### src/rtl/rom_bist_sig_ctrl.sv
// rom_bist_sig_ctrl: MBIST read controller that sweeps a ROM and folds its data into a MISR.
//   Ports:
//     BIST_CLK_ROM_IN  - BIST clock (same clock as the wrapper's BIST clock)
//     BIST_RST_ROM_IN  - asynchronous reset, active high
//     BIST_START       - a rising edge launches a run from IDLE or DONE
//     BIST_ABORT       - level; cancels a run that is in progress
//     BIST_ROM_ENABLE  - to wrapper: selects the BIST clock/address/read enable
//     BIST_ADDR_ROM_IN - to wrapper: read address
//     BIST_REN_ROM     - to wrapper: read enable
//     DATA_ROM_OUT     - from wrapper: read data, valid RD_LATENCY cycles after a read
//     BIST_BUSY        - high from SETTLE through COMPARE
//     BIST_DONE        - sticky; the run has completed
//     BIST_PASS        - sticky; final signature matched EXP_SIG (valid when BIST_DONE)
//     BIST_SIGNATURE   - current MISR value
module rom_bist_sig_ctrl #(
    parameter int ROM_ADDR   = 11,
    parameter int ROM_WORDS  = 2048,
    parameter int ROM_BITS   = 16,
    parameter int RD_LATENCY = 1,
    parameter int SETTLE_CYC = 4,
    parameter logic [ROM_BITS-1:0] MISR_POLY = 16'h1021,
    parameter logic [ROM_BITS-1:0] MISR_SEED = 16'h0000,
    parameter logic [ROM_BITS-1:0] EXP_SIG   = 16'h0000
) (
    input  logic                BIST_CLK_ROM_IN,
    input  logic                BIST_RST_ROM_IN,
    input  logic                BIST_START,
    input  logic                BIST_ABORT,
    output logic                BIST_ROM_ENABLE,
    output logic [ROM_ADDR-1:0] BIST_ADDR_ROM_IN,
    output logic                BIST_REN_ROM,
    input  logic [ROM_BITS-1:0] DATA_ROM_OUT,
    output logic                BIST_BUSY,
    output logic                BIST_DONE,
    output logic                BIST_PASS,
    output logic [ROM_BITS-1:0] BIST_SIGNATURE
);
    localparam int SW = (SETTLE_CYC > 1) ? $clog2(SETTLE_CYC) : 1;

    typedef enum logic [2:0] {S_IDLE, S_SETTLE, S_READ, S_DRAIN, S_COMPARE, S_DONE} state_t;

    state_t                r_state;
    logic                  r_start_q;
    logic [SW-1:0]         r_settle_cnt;
    logic [ROM_ADDR-1:0]   r_addr;
    logic [RD_LATENCY-1:0] r_vld;
    logic [ROM_BITS-1:0]   r_misr;
    logic                  r_en;
    logic                  r_ren;
    logic                  r_busy;
    logic                  r_done;
    logic                  r_pass;

    logic                  w_launch;
    logic                  w_busy_st;
    logic                  w_cap;
    logic [RD_LATENCY-1:0] w_vld_lo;
    logic                  w_drain_end;
    logic [ROM_BITS-1:0]   w_misr_nxt;

    assign w_busy_st   = r_state inside {S_SETTLE, S_READ, S_DRAIN, S_COMPARE};
    assign w_launch    = BIST_START & ~r_start_q & ~BIST_ABORT & (r_state inside {S_IDLE, S_DONE});
    assign w_cap       = r_vld[RD_LATENCY-1];
    // Pipe shifted by one drops the tap being captured this cycle; when the rest is empty
    // the final word lands in the MISR on this edge, so COMPARE sees the finished signature.
    assign w_vld_lo    = r_vld << 1;
    assign w_drain_end = ~|w_vld_lo;
    assign w_misr_nxt  = {r_misr[ROM_BITS-2:0], 1'b0} ^ (r_misr[ROM_BITS-1] ? MISR_POLY : '0) ^ DATA_ROM_OUT;

    assign BIST_ROM_ENABLE  = r_en;
    assign BIST_ADDR_ROM_IN = r_addr;
    assign BIST_REN_ROM     = r_ren;
    assign BIST_BUSY        = r_busy;
    assign BIST_DONE        = r_done;
    assign BIST_PASS        = r_pass;
    assign BIST_SIGNATURE   = r_misr;

    always_ff @(posedge BIST_CLK_ROM_IN or posedge BIST_RST_ROM_IN) begin
        if (BIST_RST_ROM_IN) begin
            r_state      <= S_IDLE;
            r_start_q    <= 1'b0;
            r_settle_cnt <= '0;
            r_addr       <= '0;
            r_vld        <= '0;
            r_misr       <= MISR_SEED;
            r_en         <= 1'b0;
            r_ren        <= 1'b0;
            r_busy       <= 1'b0;
            r_done       <= 1'b0;
            r_pass       <= 1'b0;
        end else begin
            r_start_q <= BIST_START;
            r_vld     <= w_vld_lo | RD_LATENCY'(r_ren);
            if (w_cap)
                r_misr <= w_misr_nxt;
            if (BIST_ABORT && w_busy_st) begin
                r_state <= S_IDLE;
                r_vld   <= '0;
                r_en    <= 1'b0;
                r_ren   <= 1'b0;
                r_busy  <= 1'b0;
                r_done  <= 1'b0;
                r_pass  <= 1'b0;
            end else begin
                case (r_state)
                    S_IDLE, S_DONE: if (w_launch) begin
                        r_state      <= S_SETTLE;
                        r_en         <= 1'b1;
                        r_busy       <= 1'b1;
                        r_done       <= 1'b0;
                        r_pass       <= 1'b0;
                        r_misr       <= MISR_SEED;
                        r_addr       <= '0;
                        r_settle_cnt <= '0;
                    end
                    S_SETTLE: begin
                        r_settle_cnt <= r_settle_cnt + SW'(1);
                        if (r_settle_cnt == SW'(SETTLE_CYC - 1)) begin
                            r_state <= S_READ;
                            r_ren   <= 1'b1;
                        end
                    end
                    S_READ: if (r_addr == ROM_ADDR'(ROM_WORDS - 1)) begin
                        r_state <= S_DRAIN;
                        r_ren   <= 1'b0;
                    end else begin
                        r_addr <= r_addr + ROM_ADDR'(1);
                    end
                    S_DRAIN: if (w_drain_end)
                        r_state <= S_COMPARE;
                    S_COMPARE: begin
                        r_state <= S_DONE;
                        r_done  <= 1'b1;
                        r_pass  <= (r_misr == EXP_SIG);
                        r_en    <= 1'b0;
                        r_busy  <= 1'b0;
                    end
                    default: r_state <= S_IDLE;
                endcase
            end
        end
    end
endmodule
### config.mk
export PLATFORM = sky130hd
export DESIGN_NAME = rom_bist_sig_ctrl
export DESIGN_NICKNAME = d
export VERILOG_FILES = /design/src/rtl/rom_bist_sig_ctrl.sv
export SDC_FILE = /design/constraint.sdc
export NUM_CORES = 1
export LEC_CHECK = 0
export BUFFER_PORTS_ARGS = -buffer_cell sky130_fd_sc_hd__buf_4
export CAP_MARGIN = 20
export CORE_AREA = 2 2 84 62
export DETAILED_ROUTE_END_ITERATION = 12
export DIE_AREA = 0 0 86 64
export PLACE_DENSITY = 0.83
export SLEW_MARGIN = 20
export SYNTH_ARGS = -nofsm -noshare
export SYNTH_HDL_FRONTEND = slang
export SYNTH_SLANG_ARGS = --single-unit
export TNS_END_PERCENT = 50
### constraint.sdc
create_clock -name BIST_CLK_ROM_IN -period 1.6 [get_ports BIST_CLK_ROM_IN]
set_input_delay 0.08 -clock BIST_CLK_ROM_IN [delete_from_list [all_inputs] [get_ports BIST_CLK_ROM_IN]]
set_output_delay 0.08 -clock BIST_CLK_ROM_IN [all_outputs]
set_load 0.005 [all_outputs]
==> results.md, run 1 <==
* Status: finished, violations left
* Failing checks: negative setup slack
* Clk slew on worst S/H paths at 70 ps
* Core Box Area at 0.004651 mm²
* Max-cap viol count at 0
* Grt ovf at 0
* Max-slew headroom at between 60 and 70%
* Layout cells sized above 1 at 36.86%
* Combinational family with the most area after synthesis: compound AO/OA/AOI/OAI gates
* Main synth FF type: dfrtp_1
* TritonCTS buffer count at 5
* Min cycle time layout at 1767 ps
* Die area at 0.005504 mm²
* Leak Pwr at 1.332 nW
* Post-Synth Adder-Cell Area at 1.623%
* Mapped Avg Cell Area at 9.593 µm²
* DRC at 0
* DP HPWL at 4.033 mm
* H-tree depth at 2
* IO buf count at 51
* Crit-path max FO at 4
* Post-synth EDFFs at 0
* Post-detailed-route count of antenna-violating nets at 0
* Clock tree sinks at 38
* Dpl ws at -155.5 ps
* Antenna Cells at 0
* Cell Count, Final, Fillers Out at 369
* RSZ-0062 raised after global routing: true
* Met3 WL at between 300 and 400 µm
* Vias/cell at approximately 5.8
* Seq/Total Area, Yosys at 44.06%
* FP Rows at 21
* Yosys top cell area share at 44.06%
* Root buffer cell: clkbuf_8
* Sequential cell area at 950.9 µm²
* FFs w/ async S/R, synth at 100.0%
* Period Utilization, post-route at 110.4%
* Largest cells by area after synthesis: dfrtp_1, xnor2_1, a211oi_1, nor2_1, a21oi_1
* Multiplexer area fraction after synthesis at 1.855%
* Router iterations before antenna repair at 5
* Achievable frequency at roughly 570 MHz
* Vias in the first global route at 2,033
* Synth Area in Compound Gates at 21.33%
* Multi-input logic area at 0.001151 mm²
* Post-synth top cells: dfrtp_1, nor2_1, xnor2_1
* Largest net degree at the start of global routing at 39
* Pwr dens at 1083 mW/mm²
* TNS Setup at -1298 ps
* Worst skew pair latency at 290 ps
* First-pass GRT wire length at between 9 and 10 mm
* TritonCTS clock tree: yes
* Clk_skew at 5.163 ps
* Top Ports at 52
* HP Class: input port to flip-flop
* Synth Register Bits at 38
* Routability cong. at 0.8678
* Initial Utilization at 46.41%
* Setup WS post-layout at -166.5 ps
* Synth warn at 0
* Mapped Area at 0.002158 mm²
* Clock Path Buffers at 2
* Startpoint types: flip-flop
* Syn nets at 247
* Slew @ Worst Pin at 472.6 ps
* CP Capture Type: flip-flop
* Peak supply drop at roughly 610 µV
* Final hold viol count at 0
* Routed WL per cell at between 15 and 20 µm
* Die outline width at 86 µm
* Antenna violations before repair at 0
* Area growth syn-to-layout at 40.70%
* Synth Area in XOR/XNOR at 8.116%
* Crit Path Class: flip-flop to flip-flop
* M1 WL at 2.582 mm
* Data required, critical path at 1760 ps
* Synth cell types at 46
* Top-count cell post-synth: dfrtp_1
* Syn Inst Count at 225
* NumNets Final at 333
* Top routing layer in use: met4
* Crit path DAT at 1920 ps
* Max Slew Vio Count at 0
* Overall global routing resource usage at 22.30%
* WL met2 at a little under 3 mm
* Final setup violation count at 11
* Initial DRC Count at roughly 280
* Post-Route WL at 6.110 mm
* Largest area contributor in the netlist: dfrtp_1
* Simple-gate share of the synthesized area at 17.86%
* Die Ht at 64 µm
* Fillers at approximately 340
* # placed instances at 351
* Via count at approximately 2,200
-- repair_timing --
item | 4_1_cts | 5_1_grt
setup buffers | 5 | 3
endpoints found under the setup margin | 29 | 20
pin swaps | 5 | 7
endpoints found under the hold margin | 39 | 0
hold buffers | 2 | 0
resized for setup | 7 | 10
-- path summary, 6_finish.rpt --
check	from	endpoint	slack, ps	cells past startpoint
min in group asynchronous	BIST_RST_ROM_IN	BIST_DONE	470	4
worst min-delay path	DATA_ROM_OUT[4]	BIST_SIGNATURE[4]	70	3
worst max-delay path	r_state[1]	BIST_ADDR_ROM_IN[7]	-170	5
worst max register to register	r_state[1]	BIST_ADDR_ROM_IN[7]	-170	5
max in group asynchronous	BIST_RST_ROM_IN	BIST_ADDR_ROM_IN[0]	800	4
worst min register to register	r_settle_cnt[0]	r_settle_cnt[0]	500	1
-- metal layers --
metal  up-vias  GRT usage, %
met3        27         4.005
met4         0         8.333
li1        993             -
met2        96         34.59
met1      1034         31.11
met5         -             0
-- placed cells by master (no fill, tap or decap), types with 2 or more instances in the layout --
| cell type | n |
|---|---|
| buf_4 | 87 |
| dfrtp_1 | 38 |
| xnor2_1 | 19 |
| nor2_1 | 19 |
| a211oi_1 | 15 |
| inv_1 | 12 |
| nand2_1 | 12 |
| a21oi_1 | 10 |
| nand3_1 | 9 |
| o21ai_0 | 8 |
| clkbuf_8 | 6 |
| a31oi_1 | 5 |
| nor4_1 | 5 |
| nand4_1 | 4 |
| mux2i_1 | 4 |
| nor2_2 | 3 |
| nand3b_1 | 3 |
| and4_1 | 3 |
| buf_6 | 3 |
| nor2b_1 | 2 |
| or3b_4 | 2 |
| and2_1 | 2 |
| o21a_1 | 2 |
| a21o_1 | 2 |
| a211oi_2 | 2 |
| o22a_1 | 2 |
| o21ai_1 | 2 |
| o211ai_1 | 2 |
| a22oi_1 | 2 |
| o22ai_1 | 2 |
| dlygate4sd3_1 | 2 |
-- state kept, by name, summed over array words and instances (netlist names) --
name	flops
BIST_ADDR_ROM_IN	11
BIST_DONE	1
r_state	3
BIST_PASS	1
r_start_q	1
BIST_REN_ROM	1
BIST_BUSY	1
r_settle_cnt	2
r_vld	1
BIST_SIGNATURE	16
-- critical path, cell delays in order (launching register included) --
cell and delay [ps]:
dfrtp_1 410, nand3b_1 200, or3b_4 450, a221oi_4 300, buf_4 180, a31oi_1 90
-- cell families (layout without fill, tap and decap cells) --
family | after synthesis | after routing
XOR/XNOR | 20 | 20
flip-flops | 38 | 38
buffers and inverters | 26 | 113
adder cells (fa/ha/maj) | 3 | 3
AO/OA/AOI/OAI | 63 | 63
multiplexers | 4 | 4
AND/OR/NAND/NOR | 71 | 71
-- through the flow --
step | total power, mW | area (µm²) | hold WS (ps) | utilization, %
6_report | 3.290 | 3037 | 65.25 | 65.29
5_1_grt | 3.504 | 3037 | 67.24 | 65.29
4_1_cts | 3.284 | 2982 | 61.78 | 64.11
3_5_place_dp | 2.596 | 2801 | 216.4 | 60.24
3_3_place_gp | 2.537 | 2801 | 220.6 | 60.24
2_1_floorplan | 2.075 | 2162 | 111.4 | -
-- where the power goes --
group          total, mW  internal, mW  switching [mW]
Combinational       1.20         0.667           0.534
Sequential          1.41          1.17           0.246
Clock              0.675         0.347           0.328
-- cell type report --
class                           count  share of cell area, %
Inverter                           12                  1.483
Clock buffer                        7                  2.843
Clock inverter                      1                 0.1648
Timing Repair Buffer               93                  23.94
Tap cell                           57                  2.349
Multi-Input combinational cell    161                  37.91
Sequential cell                    38                  31.31
(Power assumes the default switching activity.)
==> inputs of run 2 (changes only) <==
- CELL_PAD_IN_SITES_DETAIL_PLACEMENT: default -> 0
- CELL_PAD_IN_SITES_GLOBAL_PLACEMENT: default -> 1
- CORE_AREA: 2 2 84 62 -> 2 2 96 70
- DIE_AREA: 0 0 86 64 -> 0 0 98 72
- PLACE_DENSITY: 0.83 -> 0.84
==> run 2 against run 1 <==
  * The flow still finishes with violations (negative setup slack)
  * Combinational power grew 10%
  * Via count shrank 4.8%
  * Total power grew 7.7%
  * Sequential power is essentially flat
  * Setup slack gained 62 ps
  * Sequential cell count is the same
  * Critical path depth is the same
  * Largest cell class unchanged
==> results.md, run 2 (synthesis gave the netlist of run 1 again) <==
* Reg2Reg Setup Slack at -100 ps (+60 ps)
* FP Rows at 24 (+14%)
* Final hold viol count at 0 (unchanged)
* Layout cells sized above 1 at 41.77% (+4.9 points)
* First-pass GRT wire length at 9.666 mm (-0.58%)
* Core Box Area at 0.006096 mm² (+31%)
* H-tree depth at 2 (unchanged)
* Period Utilization, post-route at 106.6% (-3.9 points)
* Peak supply drop at 432.0 µV (-29%)
* Die Ht at 72 µm (+13%)
* Achievable frequency at 586.6 MHz (+3.6%)
* Post-Route WL at 5.875 mm (-3.8%)
* Layout Utilization at 52.07% (-13 points)
* CP Capture Type: flip-flop
* Sequential cell area at 952.2 µm² (+0.13%)
* HP Class: input port to flip-flop
* Root buffer cell: clkbuf_8
* Post-detailed-route count of antenna-violating nets at 0 (unchanged)
* CP Launch Point: r_start_q
* Antenna violations before repair at 0 (unchanged)
* Hold Crit Depth at 3 (unchanged)
* Vias/cell at 5.195 (-11%)
* Most common cell after layout, fill and taps aside: buf_4
* Fillers at 534 (+57%)
* Antenna Cells at 0 (unchanged)
* Die area at 0.007056 mm² (+28%)
* Initial DRC Count at 113 (-60%)
* Initial Utilization at 35.41% (-11 points)
* Met3 usage at 3.757% (-0.25 points)
* M2 GR Usage at 25.42% (-9.2 points)
* Failing checks: negative setup slack
* Leak Pwr at 1.386 nW (+4.1%)
* Grt ovf at 0 (unchanged)
* Cell Count, Final, Fillers Out at 394 (+6.8%)
* Clock Path Buffers at 2 (unchanged)
* Max-slew headroom at 67.83% (-0.67 points)
* Max reg flops at 16 (unchanged)
* Routed WL per cell at 14.91 µm (-9.9%)
* Most Crowded Layer GR: met2
* Area growth syn-to-layout at 47.07%
* TritonCTS clock tree: yes
* Total power draw at 3.542 mW (+7.7%)
* Worst r2r src: r_start_q
* Via count at 2,047 (-4.8%)
* Top Ports at 52 (unchanged)
* Router iterations before antenna repair at 4 (-1)
* Status: finished, violations left
* Clk slew on worst S/H paths at 80 ps (about the same)
* Worst skew pair latency at 300 ps (about the same)
* Crit-path max FO at 4 (unchanged)
* Crit Path Class: flip-flop to flip-flop
* Largest net degree at the start of global routing at 39 (unchanged)
* DRC at 0 (unchanged)
* Multi-input logic area at 0.001179 mm² (+2.4%)
* Met1 usage at 25.21% (-5.9 points)
* Worst-case reg-to-reg path depth at 5 (unchanged)
* # placed instances at 376 (+7.1%)
* RSZ-0062 raised after global routing: true
* Data required, critical path at 1760 ps (about the same)
* Max Slew Vio Count at 0 (unchanged)
* Routability cong. at 0.7917 (-8.8%)
* Hold_sp: DATA_ROM_OUT[2]
* Clk_skew at 10.98 ps (+5.821 ps)
* Crit path DAT at 1870 ps (-50 ps)
* Pwr dens at 1116 mW/mm² (+3.0%)
* Startpoint types: flip-flop
* NumNets Final at 337 (+1.2%)
* IO buf count at 51 (unchanged)
* Final setup violation count at 11 (unchanged)
* Overall global routing resource usage at 17.02% (-5.3 points)
* Vias in the first global route at 1,962 (-3.5%)
* Min cycle time layout at 1705 ps (-61.67 ps)
* Setup WS post-layout at -104.8 ps (+61.68 ps)
* Clock tree sinks at 38 (unchanged)
* Max-cap viol count at 0 (unchanged)
* Die outline width at 98 µm (+14%)
* Slew @ Worst Pin at 482.6 ps (+9.984 ps)
* Commonest non-fill, non-tap cells in the layout: buf_4, dfrtp_1, nor2_1
* TritonCTS buffer count at 5 (unchanged)
* DP HPWL at 4.030 mm (about the same)
[run 2: worst max-delay path, cell delays in order, from the launching register on]
cell	delay, ps
dfrtp_1	400
buf_4	150
or3b_4	430
a221oi_4	350
buf_6	170
a31oi_1	80
[run 2: metal layers]
| layer | up-vias | routed length [µm] |
|---|---|---|
| met2 | 52 | 2741 |
| met4 | 0 | 58 |
| met3 | 5 | 275 |
| met5 | - | 0 |
| li1 | 999 | - |
| met1 | 991 | 2800 |
[run 2: report_power, final]
part           internal, mW  switching (mW)  leakage (nW)
registers              1.17           0.247         0.504
clock network         0.459           0.353        0.0579
logic                 0.728           0.588         0.825
total                  2.35            1.19          1.39
[run 2: path summary, 6_finish.rpt]
check | to
max in group asynchronous | r_state[2]
hold reg to reg | r_settle_cnt[0]
min in group asynchronous | BIST_SIGNATURE[2]
setup / recovery | BIST_ADDR_ROM_IN[5]
setup reg to reg | BIST_ADDR_ROM_IN[5]
hold / removal | BIST_SIGNATURE[2]
[run 2: cell type report]
cell class,count,area share (%)
flip-flops and latches,38,30.00
inverters,12,1.419
clock inverters,3,1.261
clock buffers,5,2.168
multi-input cells,161,37.13
repair buffers,97,24.95
well taps,78,3.075
[run 2: what timing repair did]
item,CTS,global route
cloned,1,0
hold buffers,2,0
setup endpoints to repair,29,30
hold endpoints to repair,39,0
gates resized for setup,16,18
pin swaps,9,4
setup buffers,6,1
[run 2: per-stage QoR]
step	TNS (ps)	worst slack, ps	hold slack (ps)	instance area [µm²]
4_1_cts	-826.1	-79.92	57.76	3110
2_1_floorplan	-1151	-147.2	111.4	2162
3_5_place_dp	-1357	-131.7	222.8	2858
6_report	-758.9	-104.8	61.16	3174
3_3_place_gp	-463.9	-52.31	218.4	2858
5_1_grt	-1854	-184.9	54.08	3174
